$ cat src/rtl/led7scan_decoder.sv
// Snoops a multiplexed active-low 7-segment bus and recovers one BCD digit per scan slot.
// Latency: a slot is captured on the STABLE_CYCLES-th identical sample; the frame appears one edge after the last capture.
// No backpressure: o_w_valid is a one-cycle strobe and the outputs hold until the next frame. Optional LED7DEC_ERR_EN adds o_w_frame_err.
module led7scan_decoder #(
    parameter int DIGITS        = 4,
    parameter int STABLE_CYCLES = 4
) (
    input  logic                  i_w_clk,
    input  logic                  i_w_reset,
    input  logic [6:0]            i_w_seg,
    input  logic [DIGITS-1:0]     i_w_an,
    output logic [4*DIGITS-1:0]   o_w_digits,
    output logic [DIGITS-1:0]     o_w_invalid,
    output logic                  o_w_valid
`ifdef LED7DEC_ERR_EN
   ,output logic                  o_w_frame_err
`endif
);

    localparam int SW = DIGITS + 7;
    localparam int CW = $clog2(STABLE_CYCLES);
    localparam logic [CW-1:0] CNT_MAX  = CW'(STABLE_CYCLES - 1);
    localparam logic [CW-1:0] CNT_LAST = CW'(STABLE_CYCLES - 2);

    typedef enum logic {S_WAIT, S_HELD} state_t;

    // Returns {invalid, nibble} for an active-low gfedcba pattern.
    function automatic logic [4:0] decode_seg(input logic [6:0] seg);
        logic [4:0] r;
        case (seg)
            7'b1000000: r = {1'b0, 4'h0};
            7'b1111001: r = {1'b0, 4'h1};
            7'b0100100: r = {1'b0, 4'h2};
            7'b0110000: r = {1'b0, 4'h3};
            7'b0011001: r = {1'b0, 4'h4};
            7'b0010010: r = {1'b0, 4'h5};
            7'b0000010: r = {1'b0, 4'h6};
            7'b1111000: r = {1'b0, 4'h7};
            7'b0000000: r = {1'b0, 4'h8};
            7'b0011000: r = {1'b0, 4'h9};
            7'b1111111: r = {1'b0, 4'hF};
            default:    r = {1'b1, 4'hE};
        endcase
        return r;
    endfunction

    logic [SW-1:0]          sample_q;
    logic [CW-1:0]          cnt_q,        cnt_d;
    state_t                 state_q,      state_d;
    logic [4*DIGITS-1:0]    shadow_dig_q, shadow_dig_d;
    logic [DIGITS-1:0]      shadow_inv_q, shadow_inv_d;
    logic [DIGITS-1:0]      mask_q,       mask_d;
    logic                   done_q,       done_d;
    logic [4*DIGITS-1:0]    digits_q,     digits_d;
    logic [DIGITS-1:0]      invalid_q,    invalid_d;
    logic                   valid_q;
`ifdef LED7DEC_ERR_EN
    logic                   dup_q,        dup_d;
    logic                   frame_err_q;
`endif

    logic [SW-1:0]          sample_now;
    logic                   same;
    logic [DIGITS-1:0]      an_low;
    logic                   onehot;
    logic                   capture;
    logic [4:0]             dec;
    logic [DIGITS-1:0]      mask_base;

    // Stability tracking, slot selection and the capture decision for this edge.
    always_comb begin
        sample_now = {i_w_an, i_w_seg};
        same       = (sample_now == sample_q);
        an_low     = ~i_w_an;
        onehot     = (an_low != '0) && ((an_low & (an_low - 1'b1)) == '0);
        capture    = (state_q == S_WAIT) && same && (cnt_q == CNT_LAST) && onehot;
        dec        = decode_seg(i_w_seg);
        // The completion edge empties the mask before any capture on that edge lands.
        mask_base  = done_q ? '0 : mask_q;
    end

    // Next-state for counter, FSM, shadow frame and published outputs.
    always_comb begin
        cnt_d        = '0;
        state_d      = state_q;
        shadow_dig_d = shadow_dig_q;
        shadow_inv_d = shadow_inv_q;
        mask_d       = mask_base;
        done_d       = 1'b0;
        digits_d     = digits_q;
        invalid_d    = invalid_q;

        if (same) begin
            cnt_d = (cnt_q == CNT_MAX) ? cnt_q : cnt_q + 1'b1;
        end

        if (!same) begin
            state_d = S_WAIT;
        end else if (capture) begin
            state_d = S_HELD;
        end

        if (capture) begin
            for (int i = 0; i < DIGITS; i++) begin
                if (an_low[i]) begin
                    shadow_dig_d[4*i +: 4] = dec[3:0];
                    shadow_inv_d[i]        = dec[4];
                end
            end
            mask_d = mask_base | an_low;
            done_d = ((mask_base | an_low) == {DIGITS{1'b1}});
        end

        if (done_q) begin
            digits_d  = shadow_dig_q;
            invalid_d = shadow_inv_q;
        end
    end

`ifdef LED7DEC_ERR_EN
    // A capture into a slot that is already filled in the current frame is a duplicate.
    always_comb begin
        dup_d = capture && ((mask_base & an_low) != '0);
    end
`endif

    // State registers with synchronous reset; reset drops any partial frame.
    always_ff @(posedge i_w_clk) begin
        if (i_w_reset) begin
            sample_q     <= '1;
            cnt_q        <= '0;
            state_q      <= S_WAIT;
            shadow_dig_q <= '0;
            shadow_inv_q <= '0;
            mask_q       <= '0;
            done_q       <= 1'b0;
            digits_q     <= {DIGITS{4'hF}};
            invalid_q    <= '0;
            valid_q      <= 1'b0;
`ifdef LED7DEC_ERR_EN
            dup_q        <= 1'b0;
            frame_err_q  <= 1'b0;
`endif
        end else begin
            sample_q     <= sample_now;
            cnt_q        <= cnt_d;
            state_q      <= state_d;
            shadow_dig_q <= shadow_dig_d;
            shadow_inv_q <= shadow_inv_d;
            mask_q       <= mask_d;
            done_q       <= done_d;
            digits_q     <= digits_d;
            invalid_q    <= invalid_d;
            valid_q      <= done_q;
`ifdef LED7DEC_ERR_EN
            dup_q        <= dup_d;
            frame_err_q  <= dup_q;
`endif
        end
    end

    assign o_w_digits  = digits_q;
    assign o_w_invalid = invalid_q;
    assign o_w_valid   = valid_q;
`ifdef LED7DEC_ERR_EN
    assign o_w_frame_err = frame_err_q;
`endif

endmodule

$ cat config.mk
export PLATFORM = sky130hd
export DESIGN_NAME = led7scan_decoder
export DESIGN_NICKNAME = d
export VERILOG_FILES = /design/src/rtl/led7scan_decoder.sv
export SDC_FILE = /design/constraint.sdc
export NUM_CORES = 1
export LEC_CHECK = 0
export ABC_CLOCK_PERIOD_IN_PS = 4600
export CORE_AREA = 2 2 71 73
export CTS_CLUSTER_DIAMETER = 150
export CTS_CLUSTER_SIZE = 8
export DETAILED_ROUTE_END_ITERATION = 7
export DIE_AREA = 0 0 73 75
export PLACE_DENSITY = 0.87
export RECOVER_POWER = 50
export SYNTH_ARGS = -nofsm -noshare
export SYNTH_HDL_FRONTEND = slang
export SYNTH_SLANG_ARGS = --single-unit
$ cat constraint.sdc
create_clock -name i_w_clk -period 4.6 [get_ports i_w_clk]
set_input_delay 0.92 -clock i_w_clk [delete_from_list [all_inputs] [get_ports i_w_clk]]
set_output_delay 0.92 -clock i_w_clk [all_outputs]
set_load 0.05 [all_outputs]
After elaboration in Yosys (flattened, before gate mapping):

Index checks and enable logic that the tools add are counted.

* logic and storage cells: 54
* register bits after elaboration: 60
* output and inout bits: 21
* bits of input ports: 13

* equal/unequal tests: 14
* multiplexer cells: 3
* add/subtract/negate cells: 2
* reductions and logical operators: 13
* bitwise gates (word level): 6

Operators by type and width (count)
* $pmux 5 s11: 1
* $eq 7x7->1 const B: 4
* $eq 7x5->1 const B: 3
* $eq 7x6->1 const B: 2
* $eq 11x11->1: 1
* $mux 4: 2
* $reduce_and 2->1: 4
* $eq 7x2->1 const B: 1
* $logic_not 7->1: 1
* $and 4x4->4: 1
* $eq 2x2->1 const B: 2
* $eq 4x4->1 const B: 1
* $logic_and 1x1->1: 4
* $logic_not 4->1: 1
* $not 4->4: 1
* $or 4x4->4: 1
* $reduce_bool 4->1: 1
* $reduce_or 2->1: 2
* $sub 4x1->4 const B: 1
* $not 1->1: 3
* $add 2x1->2 const B: 1

Depth between registers and ports, before layout:

* word-level depth: 8
* mapped depth: 8
* gate-level depth less buffers: 7

Worst setup path before layout:

Ideal clock, no wire load.

* path type: input to register
* from: input i_w_seg[1]
* to: register shadow_dig_q[1]
* setup slack: 2.240 ns
* data required time: 4.467 ns
* buffers on the path: 1
* library setup time: 0.133 ns
* data arrival time: 2.227 ns
* stages: 5
* cells stage by stage: buf_2 -> nor4_1 -> a221oi_2 -> a211oi_2 -> a211oi_1

* cells in the longest elaborated chain, start to end: 5
* elaborated cells between the ends (all ways): 17
* those cells by class: eq/ne: 11; mux: 1; reduce/logical: 5

Ends and longest elaborated chain
* start: declaration: line 10 `input logic [6:0] i_w_seg,`
* $eq 11x11->1: line 73 `same = (sample_now == sample_q);`
* $logic_and 1x1->1 (3 in series): line 76 `capture = (state_q == S_WAIT) && same && (cnt_q == CNT_LAST) && onehot;`
* $reduce_and 2->1 (no source line)
* end signal: assignment: line 148 `shadow_dig_q <= shadow_dig_d;`
* end: declaration: line 50 `logic [4*DIGITS-1:0] shadow_dig_q, shadow_dig_d;`

Parallel ways exist; a longest one is shown, timed or not.
A chain may end at the register's enable or synchronous reset.

Worst setup path after layout:

* from: input i_w_seg[4]
* to: register shadow_dig_q[6]

The elaborated chain is that of the path after synthesis.

==> summary.md <==
| Metric | Value |
|---|---|
| Post-synth EDFFs | `0` |
| FF+latch count, synth | `60` |
| Overflow after GRT | `0` |
| Setup TNS | `0 ns` |
| Critical path cell sequence | `clkdlybuf4s50_1, nor4_1, a32oi_2, a221oi_2, a211oi_1` |
| # port buffers | `33` |
| Synth Area per Inst | `about 9.4 um2` |
| Post-CTS Setup Repair Bufs | `0` |
| Outcome | `complete, but fails checks` |
| Fmax | `~0.32 GHz` |
| Number of iterations in the first detailed-routing pass | `5` |
| Synth-to-layout area growth | `18.48%` |
| Slew @ Worst Pin | `about 2.3 ns` |
| Global Route Usage Sum | `0.2427` |
| Post-route ant nets | `0` |
| Fin crit share | `0.6710` |
| Top cells by area, synth | `dfxtp_1, a211o_1, a21oi_1` |
| Mapped Cells | `between 200 and 300` |
| Data required time at the worst endpoint | `around 4.7 ns` |
| Max Buffers Root-to-Sink | `2` |
| Initial antenna violation count | `0` |
| Largest net degree at the start of global routing | `59` |
| Area of the multi-input gates | `1315 um2` |
| Met1 usage in global routing | `0.2906` |
| Crit start category | `primary input` |
| Ys Warns | `0` |
| Worst vdd ir | `about 220 uV` |
| Fin worst setup slack | `between 1.5 and 2 ns` |
| Pleak | `between 1 and 1.5 nW` |
| Clock root buffer | `clkbuf_8` |
| Mapped Area | `2681 um2` |
| WL final | `6161 um` |
| Post-layout util | `0.6816` |
| Seq/Total Area, Yosys | `0.4480` |
| Endpoints failing setup | `0` |
| Post-synth top area cell | `dfxtp_1` |
| Worst Setup End Kind | `flip-flop` |
| Filler cells | `370` |
| Vias per cell | `~6.1` |
| I/O Pins | `34` |
| Die H | `around 75 um` |
| Clk sinks | `60` |
| GRT met3 Usage | `0.04819` |
| Critical path's slowest cell | `clkdlybuf4s50_1` |
| CTS tree | `yes` |
| Busiest grt layer | `met2` |
| Fraction of layout cells with a size suffix above 1 | `0.1158` |
| DP HPWL | `3834 um` |
| Top delay family on crit path | `compound AO/OA/AOI/OAI gates` |
| GPL Wtd Cong | `a little over 0.8` |
| Failing checks | `max-capacitance violations, max-slew violations` |
| Critical setup path kind | `primary input to flip-flop` |
| Std-Cell Rows | `25` |
| First-pass GRT wire length | `around 9900 um` |
| DRC viols | `0` |
| CP arrival | `~3.2 ns` |
| Share of synthesized registers carrying an async set or reset | `0` |
| TritonCTS buffer count | `9` |
| Worst skew pair latency | `about 0.34 ns` |
| Max_slew headroom | `-0.5052` |
| WP buf/inv | `1` |
| Vias | `roughly 2200` |
| H-tree depth | `3` |
| Syn_nets | `around 300` |
| Die area | `approximately 5500 um2` |
| Skew final | `between 0.008 and 0.009 ns` |
| Max-cap violations | `1` |
| RSZ-0062 raised after global routing | `false` |
| Hold WC Path Type | `flip-flop to flip-flop` |
| Vias in the first global route | `around 2100` |
| Initial core utilization | `0.5753` |
| Die W | `approximately 73 um` |
| Synth unique cells | `44` |
| Post-CTS sizing | `0` |
| Total Power | `around 1.2 mW` |
| P per Cell Area | `around 370 nW/um2` |
| Drt wl/cell | `16.88 um` |
| Post-CTS Hold Fix Bufs | `0` |
| Ys flop type | `dfxtp_1` |
| Max FO, Critical Path | `13` |
| Final slew viol count | `around 60` |
| Final hold vios | `0` |
| Share of the synthesized area in the top cell type | `0.4480` |
| Nets | `321` |
| Detailed router's first-iteration violation count | `roughly 200` |
| Ant. Diodes | `0` |
| CORE AREA | `4661 um2` |
| Final min period | `3.087 ns` |
| Met2 GRT Util | `0.3924` |
| Clock transition at path regs | `approximately 0.070 ns` |
| FF+latch area | `approximately 1200 um2` |
| Max stage delay on crit path | `roughly 0.7 ns` |
| Worst slack at placement | `about 1.3 ns` |
## through the flow
stage          cells  instance area (um2)  hold WS, ns
2_1_floorplan    284                 2681       0.4313
3_3_place_gp     349                 2947       0.4434
3_5_place_dp     349                 2947       0.4507
4_1_cts          365                 3178       0.4624
5_1_grt          365                 3177       0.4825
6_report         365                 3177       0.4577
## worst paths after layout
| check | slack (ns) | end | cells after the start | start |
|---|---|---|---|---|
| setup / recovery | 1.51 | shadow_dig_q[6]$_SDFFE_PP0P_ | 5 | i_w_seg[4] |
| hold / removal | 0.46 | o_w_digits[8]$_SDFFE_PP1P_ | 1 | shadow_dig_q[8]$_SDFFE_PP0P_ |
| setup reg to reg | 2.50 | shadow_dig_q[4]$_SDFFE_PP0P_ | 7 | cnt_q[0]$_SDFFE_PP0P_ |
| hold reg to reg | 0.46 | o_w_digits[8]$_SDFFE_PP1P_ | 1 | shadow_dig_q[8]$_SDFFE_PP0P_ |
## logic make-up (layout without fill, tap and decap cells)
logic type | count (synthesis) | count (layout) | synth area share
mux | 5 | 5 | 0.01867
xor+xnor | 15 | 15 | 0.05180
compound gates | 80 | 80 | 0.2156
fa+ha+maj | 2 | 2 | 0.009331
simple gates | 92 | 92 | 0.1951
flops | 60 | 60 | 0.4480
buf+inv | 30 | 57 | 0.06159
## cell type report
type / count / share of cell area
flip-flops and latches: 60 / 0.3781
clock inverters: 5 / 0.03151
multi-input cells: 194 / 0.4139
well taps: 54 / 0.02127
inverters: 6 / 0.007089
repair buffers: 35 / 0.1067
clock buffers: 11 / 0.04135
## report_power, final
group | total, mW | internal, mW | switching [mW]
sequential | 0.527 | 0.525 | 0.00237
combinational | 0.0748 | 0.0280 | 0.0469
clock | 0.559 | 0.358 | 0.201
total | 1.16 | 0.911 | 0.250
## metal layers
layer  part of all wire  vias up
met5                  0        -
met4              0.038        0
met3              0.053       24
met2               0.48       91
met1               0.43     1059
li1                   -     1060
## synthesized netlist by cell type, types with 3 or more instances
library cell,n
clkbuf_1,10
a21oi_1,28
a211o_1,16
o22ai_1,3
buf_2,6
xnor2_1,11
nand2b_1,3
nand2_1,5
or2_2,12
nand3_1,5
nor2_1,21
nand4_1,11
dfxtp_1,60
mux2i_1,5
o21ai_0,12
nor2b_1,22
xor2_1,3
nor4_1,3
inv_1,6
buf_6,5
a211oi_1,8
## flip-flops by register name, indices dropped and copies added (netlist names)
| name | cells |
|---|---|
| o_w_digits | 16 |
| shadow_dig_q | 16 |
| sample_q | 11 |
| mask_q | 4 |
| o_w_invalid | 4 |
| shadow_inv_q | 4 |
| cnt_q | 2 |
| done_q | 1 |
| o_w_valid | 1 |
| state_q | 1 |
## worst reg2reg max path, stage by stage (launching register included)
cell and delay (ns):
dfxtp_1 0.33, inv_1 0.07, ha_1 0.14, nand2b_1 0.07, nand4bb_1 0.25, a2111o_1 0.64
o21ai_0 0.26, a21oi_1 0.10
## layout by cell type, fill, tap and decap left out, types with 11 or more instances in the layout
cell | netlist | routed
clkdlybuf4s50_1 | 0 | 24
o21ai_0 | 12 | 12
or2_2 | 12 | 12
xnor2_1 | 11 | 11
a211o_1 | 16 | 16
a21oi_1 | 28 | 28
dfxtp_1 | 60 | 60
nand4_1 | 11 | 11
nor2b_1 | 22 | 22
nor2_1 | 21 | 21
No activity file was read; power rests on OpenSTA's default activity.
